[src/rtl/rs_v_issue.sv]
// rs_v_issue -- vector reservation-station issue unit.
//
// Holds decoded vector load/store/add-sub entries, tracks per-chunk source
// readiness from writeback broadcasts and issues each held instruction to the
// vector execute pipe as four 8-element chunks, freeing the entry after the
// last chunk.
//
// Ports:
//   clk, rst_n              clock, synchronous active-low reset
//   alloc_*                 decode-side entry write (valid/ready handshake)
//   wb_v_*                  vector chunk writeback broadcast (reg + chunk)
//   wb_s_*                  scalar writeback broadcast (reg)
//   disp_*                  chunk issue to execute (valid/ready handshake)
//   rs_full, free_count     occupancy status from registered valid bits
//
// Optional build macro:
//   RS_V_AGE_PRIO_EN        oldest-first selection using a per-entry age rank;
//                           when undefined, the lowest ready index issues.

module rs_v_issue #(
    parameter int RS_SIZE = 4,
    parameter int IDX_W   = 2
) (
    input  logic             clk,
    input  logic             rst_n,

    input  logic             alloc_valid,
    output logic             alloc_ready,
    input  logic [6:0]       alloc_opcode,
    input  logic [8:0]       alloc_func,
    input  logic [4:0]       alloc_dest,
    input  logic [4:0]       alloc_src1,
    input  logic [4:0]       alloc_src2,
    input  logic             alloc_src1_scalar,
    input  logic [3:0]       alloc_src1_busy,
    input  logic [3:0]       alloc_src2_busy,

    input  logic             wb_v_valid,
    input  logic [4:0]       wb_v_reg,
    input  logic [1:0]       wb_v_chunk,
    input  logic             wb_s_valid,
    input  logic [4:0]       wb_s_reg,

    output logic             disp_valid,
    input  logic             disp_ready,
    output logic [6:0]       disp_opcode,
    output logic [8:0]       disp_func,
    output logic [4:0]       disp_dest,
    output logic [4:0]       disp_src1,
    output logic [4:0]       disp_src2,
    output logic [1:0]       disp_chunk,
    output logic             disp_last,
    output logic [IDX_W-1:0] disp_idx,

    output logic             rs_full,
    output logic [IDX_W:0]   free_count
);

    localparam logic [6:0] OP_STORE = 7'b0100111;

    logic [RS_SIZE-1:0] ent_valid;
    logic [6:0]         ent_opcode     [RS_SIZE];
    logic [8:0]         ent_func       [RS_SIZE];
    logic [4:0]         ent_dest       [RS_SIZE];
    logic [4:0]         ent_src1       [RS_SIZE];
    logic [4:0]         ent_src2       [RS_SIZE];
    logic [RS_SIZE-1:0] ent_src1_scalar;
    logic [3:0]         ent_src1_busy  [RS_SIZE];
    logic [3:0]         ent_src2_busy  [RS_SIZE];
    logic [1:0]         ent_next_chunk [RS_SIZE];
`ifdef RS_V_AGE_PRIO_EN
    logic [IDX_W-1:0]   ent_rank       [RS_SIZE];
    logic [IDX_W-1:0]   sel_rank;
    logic [IDX_W-1:0]   alloc_rank;
`endif

    logic [3:0]         wb_v_mask;
    logic [3:0]         src1_busy_wk   [RS_SIZE];
    logic [3:0]         src2_busy_wk   [RS_SIZE];
    logic [3:0]         alloc_src1_busy_wk;
    logic [3:0]         alloc_src2_busy_wk;

    logic [RS_SIZE-1:0] ent_ready;
    logic               sel_found;
    logic [IDX_W-1:0]   sel_idx;
    logic [IDX_W-1:0]   alloc_idx;
    logic [IDX_W:0]     valid_count;
    logic               alloc_fire;
    logic               disp_fire;
    logic               free_fire;

    // Vector broadcasts only wake vector sources; a scalar broadcast makes a
    // scalar source ready for every chunk at once.
    function automatic logic [3:0] wake_src1(
        input logic [3:0] busy,
        input logic [4:0] src,
        input logic       scalar,
        input logic       v_valid,
        input logic [4:0] v_reg,
        input logic [3:0] v_mask,
        input logic       s_valid,
        input logic [4:0] s_reg
    );
        logic [3:0] res;
        res = busy;
        if (v_valid && !scalar && (src == v_reg)) begin
            res = res & ~v_mask;
        end
        if (s_valid && scalar && (src == s_reg)) begin
            res = 4'b0000;
        end
        return res;
    endfunction

    function automatic logic [3:0] wake_src2(
        input logic [3:0] busy,
        input logic [4:0] src,
        input logic       v_valid,
        input logic [4:0] v_reg,
        input logic [3:0] v_mask
    );
        logic [3:0] res;
        res = busy;
        if (v_valid && (src == v_reg)) begin
            res = res & ~v_mask;
        end
        return res;
    endfunction

    assign wb_v_mask = 4'b0001 << wb_v_chunk;

    always_comb begin
        for (int i = 0; i < RS_SIZE; i++) begin
            src1_busy_wk[i] = wake_src1(ent_src1_busy[i], ent_src1[i], ent_src1_scalar[i],
                                        wb_v_valid, wb_v_reg, wb_v_mask, wb_s_valid, wb_s_reg);
            src2_busy_wk[i] = wake_src2(ent_src2_busy[i], ent_src2[i],
                                        wb_v_valid, wb_v_reg, wb_v_mask);
        end
        // Same-cycle broadcasts are folded into the masks being captured.
        alloc_src1_busy_wk = wake_src1(alloc_src1_busy, alloc_src1, alloc_src1_scalar,
                                       wb_v_valid, wb_v_reg, wb_v_mask, wb_s_valid, wb_s_reg);
        alloc_src2_busy_wk = wake_src2(alloc_src2_busy, alloc_src2,
                                       wb_v_valid, wb_v_reg, wb_v_mask);
    end

    // Stores need the whole scalar base ready before any chunk goes; other
    // ops only need the chunk about to issue.
    always_comb begin
        for (int i = 0; i < RS_SIZE; i++) begin
            logic src1_ok;
            if (ent_opcode[i] == OP_STORE) begin
                src1_ok = (ent_src1_busy[i] == 4'b0000);
            end else begin
                src1_ok = !ent_src1_busy[i][ent_next_chunk[i]];
            end
            ent_ready[i] = ent_valid[i] && src1_ok && !ent_src2_busy[i][ent_next_chunk[i]];
        end
    end

`ifdef RS_V_AGE_PRIO_EN
    always_comb begin
        sel_found = 1'b0;
        sel_idx   = '0;
        sel_rank  = '0;
        for (int i = 0; i < RS_SIZE; i++) begin
            if (ent_ready[i] && (!sel_found || (ent_rank[i] < sel_rank))) begin
                sel_found = 1'b1;
                sel_idx   = IDX_W'(i);
                sel_rank  = ent_rank[i];
            end
        end
    end
`else
    always_comb begin
        sel_found = 1'b0;
        sel_idx   = '0;
        for (int i = RS_SIZE - 1; i >= 0; i--) begin
            if (ent_ready[i]) begin
                sel_found = 1'b1;
                sel_idx   = IDX_W'(i);
            end
        end
    end
`endif

    always_comb begin
        alloc_idx = '0;
        for (int i = RS_SIZE - 1; i >= 0; i--) begin
            if (!ent_valid[i]) begin
                alloc_idx = IDX_W'(i);
            end
        end
    end

    always_comb begin
        valid_count = '0;
        for (int i = 0; i < RS_SIZE; i++) begin
            valid_count = valid_count + {{IDX_W{1'b0}}, ent_valid[i]};
        end
    end

    assign rs_full     = &ent_valid;
    assign alloc_ready = !rs_full;
    assign free_count  = (IDX_W + 1)'(RS_SIZE) - valid_count;

    always_comb begin
        disp_opcode = '0;
        disp_func   = '0;
        disp_dest   = '0;
        disp_src1   = '0;
        disp_src2   = '0;
        disp_chunk  = '0;
        disp_idx    = '0;
        if (sel_found) begin
            disp_opcode = ent_opcode[sel_idx];
            disp_func   = ent_func[sel_idx];
            disp_dest   = ent_dest[sel_idx];
            disp_src1   = ent_src1[sel_idx];
            disp_src2   = ent_src2[sel_idx];
            disp_chunk  = ent_next_chunk[sel_idx];
            disp_idx    = sel_idx;
        end
    end

    assign disp_valid = sel_found;
    assign disp_last  = sel_found && (disp_chunk == 2'd3);
    assign alloc_fire = alloc_valid && alloc_ready;
    assign disp_fire  = disp_valid && disp_ready;
    assign free_fire  = disp_fire && disp_last;

`ifdef RS_V_AGE_PRIO_EN
    // Ranks stay dense: the entry freed this cycle always ranks below the
    // current count, so a simultaneous allocation lands one lower.
    assign alloc_rank = IDX_W'(valid_count) - IDX_W'(free_fire);
`endif

    always_ff @(posedge clk) begin
        if (!rst_n) begin
            ent_valid       <= '0;
            ent_src1_scalar <= '0;
            for (int i = 0; i < RS_SIZE; i++) begin
                ent_opcode[i]     <= '0;
                ent_func[i]       <= '0;
                ent_dest[i]       <= '0;
                ent_src1[i]       <= '0;
                ent_src2[i]       <= '0;
                ent_src1_busy[i]  <= '0;
                ent_src2_busy[i]  <= '0;
                ent_next_chunk[i] <= '0;
`ifdef RS_V_AGE_PRIO_EN
                ent_rank[i]       <= '0;
`endif
            end
        end else begin
            for (int i = 0; i < RS_SIZE; i++) begin
                ent_src1_busy[i] <= src1_busy_wk[i];
                ent_src2_busy[i] <= src2_busy_wk[i];
                if (disp_fire && (sel_idx == IDX_W'(i))) begin
                    if (ent_next_chunk[i] == 2'd3) begin
                        ent_valid[i]      <= 1'b0;
                        ent_next_chunk[i] <= 2'd0;
                    end else begin
                        ent_next_chunk[i] <= ent_next_chunk[i] + 2'd1;
                    end
                end
`ifdef RS_V_AGE_PRIO_EN
                if (free_fire && ent_valid[i] && (ent_rank[i] > sel_rank)) begin
                    ent_rank[i] <= ent_rank[i] - 1'b1;
                end
`endif
            end

            // The allocated slot was invalid, so it never collides with the
            // dispatching entry; these writes simply override the loop above.
            if (alloc_fire) begin
                ent_valid[alloc_idx]       <= 1'b1;
                ent_opcode[alloc_idx]      <= alloc_opcode;
                ent_func[alloc_idx]        <= alloc_func;
                ent_dest[alloc_idx]        <= alloc_dest;
                ent_src1[alloc_idx]        <= alloc_src1;
                ent_src2[alloc_idx]        <= alloc_src2;
                ent_src1_scalar[alloc_idx] <= alloc_src1_scalar;
                ent_src1_busy[alloc_idx]   <= alloc_src1_busy_wk;
                ent_src2_busy[alloc_idx]   <= alloc_src2_busy_wk;
                ent_next_chunk[alloc_idx]  <= 2'd0;
`ifdef RS_V_AGE_PRIO_EN
                ent_rank[alloc_idx]        <= alloc_rank;
`endif
            end
        end
    end

endmodule

[config.mk]
export PLATFORM = sky130hd
export DESIGN_NAME = rs_v_issue
export DESIGN_NICKNAME = d
export VERILOG_FILES = /design/src/rtl/rs_v_issue.sv
export SDC_FILE = /design/constraint.sdc
export NUM_CORES = 1
export LEC_CHECK = 0
export ABC_AREA = 1
export CORE_MARGIN = 2
export CORE_UTILIZATION = 31
export DETAILED_ROUTE_END_ITERATION = 16
export PLACE_DENSITY_LB_ADDON = 0.25
export SYNTH_ARGS = -nofsm -noshare
export SYNTH_HDL_FRONTEND = slang
export SYNTH_SLANG_ARGS = --single-unit
export TNS_END_PERCENT = 30
[constraint.sdc]
create_clock -name clk -period 2.1 [get_ports clk]
set_input_delay 0.21 -clock clk [delete_from_list [all_inputs] [get_ports clk]]
set_output_delay 0.21 -clock clk [all_outputs]
set_load 0.02 [all_outputs]
## Word-level counts from Yosys, hierarchy flattened

Memory sizes are Yosys's and may differ from the RTL's.
Index checks and enable logic that the tools add are counted.

| cells by class | value |
|---|---|
| add/sub/neg operators | 8 |
| magnitude comparators | 6 |
| equal/unequal tests | 27 |
| shift-type cells | 1 |
| muxes and demuxes | 138 |
| bitwise logic cells | 28 |
| reduce and logical (&&, ||, !) cells | 66 |

Operators with widths:

| cell | count |
|---|---|
| two-way mux 4 bit | 24 |
| == test 5 bit | 15 |
| two-way mux 1 bit | 71 |
| two-way mux 2 bit | 23 |
| logical AND 1 bit | 41 |
| bitwise AND 4 bit | 10 |
| two-way mux 5 bit | 6 |
| == test 7 x 6 -> 1 bit, second input constant | 4 |
| two-way mux 9 bit | 2 |
| binary-select mux 1 bit (select 2 bit) | 8 |
| logical NOT 4 bit | 4 |
| OR 1 bit | 16 |
| less-than comparator 2 x 3 -> 1 bit, second input constant | 5 |
| OR reduction 5 bit | 3 |
| == test 2 bit, second input constant | 7 |
| logical NOT 1 bit | 14 |
| two-way mux 7 bit | 2 |
| OR reduction 9 bit | 1 |
| adder 2 x 1 -> 2 bit, second input constant | 4 |
| OR reduction 7 bit | 1 |
| bitwise mux 4 bit | 1 |
| NOT 4 bit | 1 |
| OR 4 bit | 1 |
| AND reduction 4 bit | 1 |
| other kinds (9) | 9 |

| storage, ports and cells | value |
|---|---|
| register bits | 8 |
| bits in writable memories | 164 |
| input port bits | 58 |
| output and inout bits | 42 |
| logic and storage cells | 284 |
| memories | 8 |

Memories:

| memory | depth | width | rd ports | clocked after Yosys merged registers in | write ports | RTL line | RTL |
|---|---|---|---|---|---|---|---|
| ent_func | 4 | 9 | 1 | 0 | 4 | 63 | `logic [8:0] ent_func [RS_SIZE];` |
| ent_opcode | 4 | 7 | 5 | 0 | 4 | 62 | `logic [6:0] ent_opcode [RS_SIZE];` |
| ent_dest | 4 | 5 | 1 | 0 | 4 | 64 | `logic [4:0] ent_dest [RS_SIZE];` |
| ent_src1 | 4 | 5 | 5 | 0 | 4 | 65 | `logic [4:0] ent_src1 [RS_SIZE];` |
| ent_src2 | 4 | 5 | 5 | 0 | 4 | 66 | `logic [4:0] ent_src2 [RS_SIZE];` |
| ent_src1_busy | 4 | 4 | 4 | 0 | 5 | 68 | `logic [3:0] ent_src1_busy [RS_SIZE];` |
| +2 memories | - | - | - | - | - | - |  |

## Depth between registers and ports, before layout

Gate-level depths: netlist (run 1).

| logic depth | value |
|---|---|
| depth in word-level cells | 17 |
| gate-level depth with buffers | 17 |
| depth with buffers taken out | 16 |

## Worst setup path after synthesis (run 1)

No wires, ideal clock.

| timing path | value |
|---|---|
| path type | register -> output |
| from | mem ent_next_chunk[3][0] |
| to | out disp_last |
| arrival | 1.807 ns |
| data required time | 1.890 ns |
| setup slack | 0.083 ns |
| cell stages (with the launch flop) | 15 |
| path buffers | 2 |
| cells stage by stage | dfxtp_1 -> buf_6 -> or2_1 -> nand3_2 -> nand3_2 -> a21oi_2 -> nand2_2 -> nand2_2 -> nand2_2 -> nand2_2 -> inv_4 -> buf_6 -> nand2_1 -> nand3b_1 -> nor2_1 |

RTL lines:

| element | RTL line | RTL |
|---|---|---|
| from (decl) | 70 | `logic [1:0] ent_next_chunk [RS_SIZE];` |
| to (decl) | 52 | `output logic disp_last,` |

==> results.md, run 1 <==
* Via/cell ratio at roughly 4.9
* Clock power frac at between 30% and 40%
* Routed len/inst at 17.7 um
* RSZ-0062 raised after global routing: yes
* Synth area leader: edfxtp_1
* CP Capture Point: disp_func[6]
* Synth Area in Compound Gates at under 10%
* Tot GR Track Use at approximately a fifth
* Post-synthesis mux area share at 0%
* Antenna viol nets, final at 0
* HPWL after detailed placement at roughly 22 mm
* Hold Path Stages at 3
* Initial Util at between 30% and 40%
* Final Wtd Congestion at 0.904
* Total CTS buffers at 17
* Horiz. Die Dim at 179 um
* CP cell instances: or2_1, nand3_2, nand2_1, nor2_2, nand2_2, nand2_4, nand2_2, nand3_4, inv_6, buf_6, buf_16, a21oi_2, nand2_1, nand2_1, inv_2, buf_6
* Sequential-to-total area share from yosys stat at ~53%
* Max Clk Rate at ~0.37 GHz
* Critical-path top delay cell: edfxtp_1
* Share of the synthesized area in the top cell type at about half
* Largest net degree at the start of global routing at 44
* Int Pwr at between 6000 and 7000 uW
* Reg2Reg Depth at 13
* Setup_tns at -18,710 ps
* Mapped Cells at between 1,000 and 1,500
* Mapped Area at 9480 um2
* R2R Setup Slk at around 90 ps
* Vert. Die Dim at approximately 180 um
* Std-Cell Rows at 64
* Worst Hold Class: input port to flop
* Synth-to-layout area growth at 41.4%
* Final period util at 127%
* CP Launch Point: ent_src2_busy[3][2]$_DFFE_PP_
* VDD IR-drop max at approximately 440 uV
* Antenna violations before repair at 0
* Clk sinks at about 170
* CTS Root Cell: clkbuf_16
* Setup violation total in the final timing report at 39
* Adder-Cell Fraction of Synth Area at between 1 and 1.5%
* Die Footprint at approximately 32,000 um2
* CP Capture Type: output pin
* Via count at slightly below 9,000
* Synth warn at 0
* Main combinational cell family by area after synthesis: simple AND/OR/NAND/NOR gates
* DR iter-0 viols at between 800 and 900
* Syn_area_per_cell at around 8.3 um2
* Worst slew pin tran at ~490 ps
* IO buf count at between 90 and 100
* Total gr overflow at 0
* R2R Path Start: ent_src2_busy[3][2]$_DFFE_PP_
* Buffers plus inverters on the worst setup path at 5
* Switching power at approximately 2500 uW
* Worst path depth at 16
* CP dominant cell by count: nand2_1
* CP max FO at 7
* Core Area at about 30,000 um2
* Mapped Nets at 1,206
* I/O pin total at 100
* Final Critical Period at approximately 2700 ps
* Biggest cell delay along the critical path at roughly 410 ps
* Final Skew at ~18 ps
* Flop pwr share at 47.4%
* R2R Path End: ent_valid[3]$_SDFF_PN0_
* Number of diodes at 0
* Final wirelength at 32.0 mm
* CTS H-tree lvls at 4
* CP Launch Type: flop
* Remaining DRCs at 0
* Slew headroom at approximately 67%
* Pre-Repair DR Iteration Count at 6
* M1 WL at between 10 and 15 mm
* Worst-path clk slew at ~70 ps
* Synthesized flop and latch total at 172
* Top delay family on crit path: simple AND/OR/NAND/NOR gates
* Max-cap violations at 0
* Slew Viols, Final at 0
* Worst setup margin at -576 ps
* Critical Path AT at 2470 ps
* Final Hold Viols at 0
* Failing checks: setup timing
* Xor/xnor share of the synthesized area at ~1%
* FILL cells at slightly below 3,000
* Nets at approximately 1,500
* Metal3 WL at approximately 1.3 mm
* DR WL met2 at 15.4 mm
* Leak at 0.00614 uW
* Comb power frac at between 10% and 20%
* Worst Path Required at between 1500 and 2000 ps
* Simple logic cell fraction of the synthesized area at between 20% and 30%
* CTS Buffer Depth at 2
* Hold Slack at 473 ps
* Status: complete, but fails checks
* Vias in the first global route at around 8,400
* Layout cells sized above 1 at between 20% and 30%
* Synth area leaders: edfxtp_1, nand2_1, inv_1, nor2_1, dfxtp_1
* Sw Share at 28.4%
* PD cells at about 650 nW/um2
* Library cells used by synthesis at 42
* First-pass GRT wire length at around 48 mm
* Clock latency on the worst-skew pair at around 440 ps
* Max Used Layer: met4
* CTS tree: yes
* Crit path kind: flop to output pin
[metrics by stage]
stage	worst slack [ps]	total power, uW	cells	util [%]	area, um2
2_1_floorplan	83.5	4860	1141	-	9480
3_3_place_gp	-599	5680	1752	40.0	12100
3_5_place_dp	-617	5690	1752	40.0	12100
4_1_cts	-591	8590	1796	42.6	12900
5_1_grt	-711	8980	1806	44.2	13400
6_report	-576	8660	1806	44.2	13400
[flip-flops by register name, indices dropped and copies added, names as in the netlist]
name             flops
ent_src1_busy       16
ent_dest            20
ent_opcode          28
ent_src1            20
ent_src1_scalar      4
ent_func            36
ent_next_chunk       8
ent_src2_busy       16
ent_src2            20
ent_valid            4
[worst reg2reg max path, cell delays in order (launching register included)]
cell and delay [ps]:
edfxtp_1 410, or2_1 240, nand3_2 80, nand3_2 90
a21oi_4 170, nand2_4 90, nor2_4 140, buf_12 150
buf_12 130, buf_4 110, buf_4 110, nand3_1 60
nand3_1 90, nand2_1 50
[cell type report]
| class | count | area, um2 | area share (%) |
|---|---|---|---|
| clock buffer | 17 | 425 | 3.17 |
| clock inverter | 14 | 96.3 | 0.719 |
| inverter | 173 | 664 | 4.96 |
| multi-input combinational | 759 | 3930 | 29.3 |
| sequential | 172 | 5020 | 37.5 |
| tap | 396 | 495 | 3.70 |
| timing repair buffer | 275 | 2780 | 20.7 |
[synthesized netlist by cell type, drive strengths merged]
master and instances:
a2111oi 7, nor2 122, buf 18, o32ai 8, a221oi 10, nand2 369
fa 1, nand4 13, nor4 5, or2 1, dfxtp 16, and3 1
a21boi 4, a211oi 5, ha 6, o22ai 30, clkbuf 19, nor3b 4
clkinv 7, o21ai 40, a21oi 43, o221ai 1, edfxtp 156, nor3 3
o2111ai 1, xor2 8, xnor2 3, nand3 63, nand3b 11, inv 166
[cells by family after synthesis]
kind of cell | after synthesis
DFF | 172
AOI/OAI and AO/OA | 149
buffers and inverters | 210
and+or+nand+nor | 592
xor gates and xnor gates | 11
adders and majority gates | 7
[repair_timing]
item / CTS / global route
hold endpoints to repair: 0 / 0
pin swaps: 12 / 32
hold buffers: 0 / 0
resized for setup: 250 / 111
buffers inserted: 9 / 7
cloned: 4 / 4
endpoints found under the setup margin: 46 / 89
[how the worst min path moves through the flow]
stage | startpoint | end | slack [ps]
finish | alloc_func[7] | ent_func[1][7]$_SDFFCE_PN0P_ | 470
floorplan | disp_ready | ent_next_chunk[3][1]$_SDFFE_PP0P_ | 380
CTS | alloc_func[7] | ent_func[1][7]$_SDFFCE_PN0P_ | 470
detailed placement | ent_src1_scalar[0]$_SDFFE_PN0P_ | ent_src1_scalar[0]$_SDFFE_PN0P_ | 490
global route | alloc_func[7] | ent_func[1][7]$_SDFFCE_PN0P_ | 500
global placement | ent_src1_scalar[0]$_SDFFE_PN0P_ | ent_src1_scalar[0]$_SDFFE_PN0P_ | 480
[cell usage in the layout, fill, tap and decap left out, types with 4 or more instances in the layout]
master and count:
nand2_4 12, clkbuf_16 20, inv_2 17, o21ai_0 32, nand3_2 5, nand2_1 325, nor2_1 106, a21boi_1 4
o32ai_1 8, nand2_2 31, buf_6 44, a221oi_1 10, a21oi_1 27, a21oi_2 14, clkdlybuf4s50_1 58, a211oi_1 5
nor2_4 8, o21ai_2 6, edfxtp_1 156, dfxtp_1 8, dfxtp_2 6, nand3b_1 11, nor2_2 8, ha_1 6
inv_1 146, nand4_1 13, nand3_1 57, xor2_1 8, buf_4 138, a2111oi_0 7, clkinv_1 10, nor4_1 4
buf_12 22, o22ai_1 30
[power groups by stage]
stage | combinational (uW) | clock, uW | sequential [uW]
after floorplan | 728 | 0 | 4130
after global placement | 1520 | 0 | 4160
after detailed placement | 1520 | 0 | 4170
after CTS | 1570 | 2920 | 4100
after global routing | 1810 | 3040 | 4130
final | 1660 | 2890 | 4110
[per-layer routing]
metal	vias up	global-route usage, %
li1	4296	-
met1	4200	27.6
met2	260	33.1
met3	41	2.08
met4	0	5.62
met5	-	0
(Power assumes the default switching activity.)
==> run 2, diff against run 1 <==
--- a/config.mk
+++ b/config.mk
@@ -6,8 +6,8 @@
 export NUM_CORES = 1
 export LEC_CHECK = 0
 export ABC_AREA = 1
-export CORE_MARGIN = 2
-export CORE_UTILIZATION = 31
+export CORE_MARGIN = 8
+export CORE_UTILIZATION = 50
 export DETAILED_ROUTE_END_ITERATION = 16
 export PLACE_DENSITY_LB_ADDON = 0.25
 export SYNTH_ARGS = -nofsm -noshare
==> results.md, run 2 (synthesis gave the netlist of run 1 again) <==
* Reg2Reg Depth at 15 (was 13)
* R2R Setup Slk at -60 ps (was 90 ps)
* DR iter-0 viols at 1,047 (was 812)
* Horiz. Die Dim at 154 um (was 179 um)
* Hold Path Stages at 3 (unchanged)
* Pre-Repair DR Iteration Count at 7 (was 6)
* CP Capture Type: output pin (unchanged)
* Synth-to-layout area growth at 41.7% (was 41.4%)
* Final wirelength at 32.3 mm (was 32.0 mm)
* Total gr overflow at 0 (unchanged)
* Final Wtd Congestion at 0.952 (was 0.904)
* Core Area at 18,600 um2 (was 30,300 um2)
* First-pass GRT wire length at 48.0 mm (was 47.9 mm)
* Hold Slack at 459 ps (was 473 ps)
* Failing checks: setup timing (unchanged)
* Worst Path Required at 1890 ps (about the same)
* Std-Cell Rows at 50 (was 64)
* CTS Root Cell: clkbuf_16 (unchanged)
* VDD IR-drop max at 629 uV (was 439 uV)
* Leak at 0.00625 uW (was 0.00614 uW)
* CTS H-tree lvls at 4 (unchanged)
* Status: complete, but fails checks (unchanged)
* Commonest non-fill, non-tap cells in the layout: nand2_1, buf_4, edfxtp_1 (was nand2_1, edfxtp_1, inv_1)
* CP Launch Type: flop (unchanged)
* Sw Share at 29.6% (was 28.4%)
* Nets at 1,484 (was 1,463)
* Critical-path top delay cell: edfxtp_1 (unchanged)
* CTS tree: yes (unchanged)
* Worst setup margin at -708 ps (was -576 ps)
* Int Pwr at 6320 uW (was 6210 uW)
* CP Launch Point: ent_src1_busy[0][1]$_DFFE_PP_ (was ent_src2_busy[3][2]$_DFFE_PP_)
* Remaining DRCs at 0 (unchanged)
* Antenna violations before repair at 0 (unchanged)
* Initial Util at 50.8% (was 31.2%)
* Biggest regs: ent_func: 36 flops, ent_opcode: 28 flops (unchanged)
* Sequential Area at 5030 um2 (was 5020 um2)
* Slew headroom at 67.4% (was 67.2%)
* Slew Viols, Final at 0 (unchanged)
* Max-cap violations at 0 (unchanged)
* Setup violation total in the final timing report at 44 (was 39)
* Biggest cell delay along the critical path at 480 ps (was 410 ps)
* Die Footprint at 23,600 um2 (was 32,000 um2)
* I/O pin total at 100 (unchanged)
* Final period util at 134% (was 127%)
* Comb power frac at 19.3% (was 19.2%)
* RSZ-0062 raised after global routing: yes (unchanged)
* Buffers plus inverters on the worst setup path at 5 (unchanged)
* HPWL after detailed placement at 21.1 mm (was 21.6 mm)
* FILL cells at 1,318 (was 2,968)
* Most flop-heavy register: ent_func (unchanged)
* Clk sinks at 172 (unchanged)
* Clock power frac at 34.8% (was 33.4%)
* Setup WS pre-CTS at -669 ps (was -617 ps)
* Largest net degree at the start of global routing at 44 (unchanged)
* Top delay family on crit path: simple AND/OR/NAND/NOR gates (unchanged)
* CP dominant cell by count: nand2_1 (unchanged)
* Number of diodes at 0 (unchanged)
* Max Clk Rate at 0.356 GHz (was 0.374 GHz)
* IO buf count at 99 (unchanged)
* Layout cells sized above 1 at 28.7% (was 25.7%)
* Final Hold Viols at 0 (unchanged)
* Tot GR Track Use at 26.0% (was 20.0%)
* Critical Path AT at 2600 ps (was 2470 ps)
* Final Critical Period at 2810 ps (was 2680 ps)
* Most common cell after layout, fill and taps aside: nand2_1 (unchanged)
* Vert. Die Dim at 154 um (was 179 um)
* Total CTS buffers at 17 (unchanged)
* Worst Hold Class: input port to flop (unchanged)
* Worst slew pin tran at 477 ps (was 492 ps)
* Antenna viol nets, final at 0 (unchanged)
* Worst-path clk slew at 80 ps (was 70 ps)
* Multi-input gate area at 4000 um2 (was 3930 um2)
* Setup_tns at -22,560 ps (was -18,710 ps)
* Clock latency on the worst-skew pair at 440 ps (about the same)
* Via count at 9,406 (was 8,797)
* Endpoint, Worst Hold: ent_dest[2][2]$_SDFFCE_PN0P_ (was ent_func[1][7]$_SDFFCE_PN0P_)
* CP max FO at 6 (was 7)
* Crit path kind: flop to output pin (unchanged)
* Final Skew at 9.99 ps (was 17.7 ps)
* Switching power at 2660 uW (was 2460 uW)
* PD cells at 668 nW/um2 (was 646 nW/um2)
* R2R Path End: ent_next_chunk[0][0]$_SDFFE_PP0P_ (was ent_valid[3]$_SDFF_PN0_)
* Worst Hold Launch: alloc_dest[2] (was alloc_func[7])
* Routed len/inst at 19.4 um (was 17.7 um)
* R2R Path Start: ent_src2_busy[3][2]$_DFFE_PP_ (unchanged)
* Vias in the first global route at 8,881 (was 8,376)
* Via/cell ratio at 5.65 (was 4.87)
* CP cell instances: nand2_1, nand3_1, nand2_2, nand2_1, nand2_1, nand2_2, nand2_4, nor2_4, buf_12, buf_12, buf_4, nand2_1, nand2_1, a21oi_1, nand2_1, nand2_1, inv_1, buf_6 (was or2_1, nand3_2, nand2_1, nor2_2, nand2_2, nand2_4, nand2_2, nand3_4, inv_6, buf_6, buf_16, a21oi_2, nand2_1, nand2_1, inv_2, buf_6)
* Total power at 8980 uW (was 8660 uW)
* Flop pwr share at 45.9% (was 47.4%)
* Largest register FFs at 36 (unchanged)
* CTS Buffer Depth at 2 (unchanged)
[run 2: area by class of cell]
class	instances	area share, %
flip-flops and latches	172	37.4
repair buffers	296	21.3
well taps	234	2.18
clock buffers	18	3.19
clock inverters	14	1.09
inverters	173	5.00
multi-input cells	759	29.8
[run 2: worst max path at each step]
stage / to / slack (ps) / cells after the start
3_5_place_dp: disp_src1[4] / -670 / 15
6_report: disp_func[8] / -710 / 18
4_1_cts: disp_func[4] / -600 / 18
3_3_place_gp: disp_src1[4] / -660 / 15
2_1_floorplan: disp_last / 80 / 14
5_1_grt: disp_opcode[3] / -790 / 14
[run 2: layer usage]
metal  track usage [%]  share of wire, %  up-vias
li1                  -                 -     4330
met1              32.4                38     4407
met2              44.4                49      569
met3              4.76               9.4      100
met4              9.52               3.5        0
met5                 0                 0        -
[run 2: through the flow]
stage | std cells | cell area (um2) | utilization, %
2_1_floorplan | 1141 | 9480 | -
3_3_place_gp | 1596 | 11900 | 63.9
3_5_place_dp | 1596 | 11900 | 63.9
4_1_cts | 1642 | 12900 | 69.1
5_1_grt | 1666 | 13400 | 72.1
6_report | 1666 | 13400 | 72.1
[run 2: repair_timing]
| action | CTS | global route |
|---|---|---|
| resized for setup | 291 | 117 |
| buffers inserted | 11 | 26 |
| setup endpoints to repair | 42 | 88 |
| hold buffers | 0 | 0 |
| pin swaps | 27 | 62 |
| gates cloned | 3 | 2 |
[run 2: worst register-to-register path, stage by stage (launching register included)]
cell	delay, ps
edfxtp_1	390
or2_1	260
nand3_2	110
nand2_2	90
nor2_4	130
nand2_2	70
nand2_4	90
buf_6	90
buf_4	120
inv_4	40
nand2_4	100
buf_4	130
nand2_2	50
nor2_2	190
nand3_1	90
a21oi_1	150
[run 2: power by group through the flow]
stage	Sequential, uW	Combinational (uW)	Clock, uW
after global placement	4170	1490	0
after CTS	4100	1610	3130
after global routing	4130	1840	3280
after detailed placement	4170	1510	0
after floorplan	4130	728	0
final	4120	1730	3130
==> run 3, diff against run 2 <==
--- a/config.mk
+++ b/config.mk
@@ -10,6 +10,7 @@
 export CORE_UTILIZATION = 50
 export DETAILED_ROUTE_END_ITERATION = 16
 export PLACE_DENSITY_LB_ADDON = 0.25
+export REMOVE_ABC_BUFFERS = 1
 export SYNTH_ARGS = -nofsm -noshare
 export SYNTH_HDL_FRONTEND = slang
 export SYNTH_SLANG_ARGS = --single-unit
==> results.md, run 3 (synthesis gave the netlist of run 1 again) <==
* Most flop-heavy register: ent_func (unchanged)
* Synth-to-layout area growth at 37.7% (was 41.7%)
* Status: complete, but fails checks (unchanged)
* Sw Share at 26.7% (was 29.6%)
* CP Launch Type: flop (unchanged)
* Max Clk Rate at 0.366 GHz (was 0.356 GHz)
* Worst-path clk slew at 70 ps (was 80 ps)
* Commonest non-fill, non-tap cells in the layout: nand2_1, edfxtp_1, inv_1 (was nand2_1, buf_4, edfxtp_1)
* Hold Slack at 467 ps (was 459 ps)
* FILL cells at 1,454 (was 1,318)
* CTS Root Cell: clkbuf_16 (unchanged)
* Flop pwr share at 44.1% (was 45.9%)
* Multi-input gate area at 3830 um2 (was 4000 um2)
* Comb power frac at 17.7% (was 19.3%)
* CTS tree: yes (unchanged)
* Most common cell after layout, fill and taps aside: nand2_1 (unchanged)
* Layout cells sized above 1 at 23.5% (was 28.7%)
* I/O pin total at 100 (unchanged)
* Std-Cell Rows at 50 (unchanged)
* Worst Hold Launch: alloc_func[0] (was alloc_dest[2])
* Vert. Die Dim at 154 um (unchanged)
* Largest register FFs at 36 (unchanged)
* Largest net degree at the start of global routing at 44 (unchanged)
* Total gr overflow at 0 (unchanged)
* Switching power at 2490 uW (was 2660 uW)
* VDD IR-drop max at 588 uV (was 629 uV)
* Final wirelength at 31.1 mm (was 32.3 mm)
* Worst Path Required at 1890 ps (about the same)
* Antenna viol nets, final at 0 (unchanged)
* Total power at 9330 uW (was 8980 uW)
* Critical Path AT at 2520 ps (was 2600 ps)
* Final Hold Viols at 0 (unchanged)
* Worst setup margin at -629 ps (was -708 ps)
* First-pass GRT wire length at 47.4 mm (was 48.0 mm)
* RSZ-0062 raised after global routing: yes (unchanged)
* DR iter-0 viols at 735 (was 1,047)
* CTS Buffer Depth at 2 (unchanged)
* R2R Setup Slk at -100 ps (was -60 ps)
* HPWL after detailed placement at 21.4 mm (was 21.1 mm)
* Post-Route Utilization at 70.0% (was 72.1%)
* Core Area at 18,600 um2 (unchanged)
* CP Capture Type: output pin (unchanged)
* Reg2Reg Depth at 15 (unchanged)
* Sequential Area at 5020 um2 (was 5030 um2)
* Clock latency on the worst-skew pair at 430 ps (was 440 ps)
* Initial Util at 50.8% (unchanged)
* Final Skew at 11.9 ps (was 9.99 ps)
* PD cells at 714 nW/um2 (was 668 nW/um2)
* Endpoint, Worst Hold: ent_func[2][0]$_SDFFCE_PN0P_ (was ent_dest[2][2]$_SDFFCE_PN0P_)
* Total CTS buffers at 17 (unchanged)
* Failing checks: setup timing (unchanged)
* Max-cap violations at 0 (unchanged)
* Final period util at 130% (was 134%)
* Routed len/inst at 19.0 um (was 19.4 um)
* Slew headroom at 70.6% (was 67.4%)
* Worst slew pin tran at 430 ps (was 477 ps)
* R2R Path Start: ent_opcode[1][4]$_SDFFCE_PN0P_ (was ent_src2_busy[3][2]$_DFFE_PP_)
* Leak at 0.00611 uW (was 0.00625 uW)
* Clk sinks at 172 (unchanged)
* Die Footprint at 23,600 um2 (unchanged)
* Post-CTS Hold Fix Bufs at 0 (unchanged)
* R2R Path End: ent_next_chunk[0][0]$_SDFFE_PP0P_ (unchanged)
* Remaining DRCs at 0 (unchanged)
* Int Pwr at 6840 uW (was 6320 uW)
* Setup violation total in the final timing report at 46 (was 44)
* Crit path kind: flop to output pin (unchanged)
* Setup WS pre-CTS at -740 ps (was -669 ps)
* Antenna violations before repair at 0 (unchanged)
* Vias in the first global route at 8,896 (was 8,881)
* Clock power frac at 38.2% (was 34.8%)
* Final Wtd Congestion at 0.988 (was 0.952)
* CP max FO at 5 (was 6)
* Final Critical Period at 2730 ps (was 2810 ps)
* Via/cell ratio at 5.50 (was 5.65)
* IO buf count at 99 (unchanged)
* Horiz. Die Dim at 154 um (unchanged)
* Worst Hold Class: input port to flop (unchanged)
* Hold Path Stages at 3 (unchanged)
* Pre-Repair DR Iteration Count at 5 (was 7)
* Nets at 1,455 (was 1,484)
* Slew Viols, Final at 0 (unchanged)
* Biggest regs: ent_func: 36 flops, ent_opcode: 28 flops (unchanged)
* Tot GR Track Use at 25.6% (was 26.0%)
* Via count at 8,996 (was 9,406)
* Number of diodes at 0 (unchanged)
* CTS H-tree lvls at 4 (unchanged)
[run 3: cell types whose count changed in the layout (fill, tap and decap cells not counted), moves of 7 or more]
cell / change
buf_2: +7
buf_4: -21
buf_6: -16
inv_1: +8
inv_8: -7
nand2_1: +39
nand2_2: -30
nand2_4: -9
[run 3: worst max-delay path by stage]
stage                                     to  slack [ps]                      startpoint
4_1_cts                         disp_src2[1]        -590  ent_opcode[1][6]$_SDFFCE_PN0P_
3_5_place_dp                    disp_src1[3]        -740  ent_opcode[1][4]$_SDFFCE_PN0P_
3_3_place_gp                    disp_src1[3]        -700  ent_opcode[1][6]$_SDFFCE_PN0P_
5_1_grt                         disp_src2[4]        -720  ent_opcode[1][6]$_SDFFCE_PN0P_
6_report                        disp_src2[4]        -630  ent_opcode[1][4]$_SDFFCE_PN0P_
2_1_floorplan  ent_src2_busy[0][0]$_DFFE_PP_        -920         ent_valid[3]$_SDFF_PN0_
[run 3: power groups by stage]
stage	Clock [uW]	Combinational, uW	Sequential (uW)
floorplan	0	688	4130
global placement	0	1500	4160
detailed placement	0	1510	4170
CTS	3570	1550	4100
global route	3700	1770	4130
finish	3570	1650	4110
[run 3: repair_timing]
action	4_1_cts	5_1_grt
gates cloned	2	4
endpoints found under the setup margin	46	79
pin swaps	21	21
resized for setup	242	72
buffers inserted	5	4
[run 3: critical path: stages (launching register included)]
cell and delay (ps):
edfxtp_1 430, nor3b_2 250, nand2_1 120, nand2_1 70
nand2_1 60, nand2_2 100, buf_6 120, nand2_4 50
nand3_4 100, inv_6 50, buf_12 140, buf_12 140
a21oi_2 130, nand2_1 70, nand2_1 70, inv_1 40
buf_2 150
[run 3: per-layer routing]
metal,vias up,part of all wire (%),GRT usage [%]
li1,4282,-,-
met1,4239,39,30.8
met2,412,49,44.0
met3,63,8.2,5.55
met4,0,3.0,10.5
met5,-,0,0
[run 3: final cells by class]
cell class / count / area share (%)
clock buffer: 18 / 3.29
clock inverter: 14 / 1.74
inverter: 173 / 5.11
multi-input combinational: 759 / 29.3
sequential: 172 / 38.5
tap: 234 / 2.24
timing repair buffer: 267 / 19.8
[run 3: through the flow]
step | setup TNS, ps | instances | instance area (um2)
after floorplan | -42850 | 1104 | 9260
after global placement | -25830 | 1590 | 11900
after detailed placement | -28780 | 1590 | 11900
after CTS | -19450 | 1629 | 12700
after global routing | -25400 | 1637 | 13100
final | -21330 | 1637 | 13100
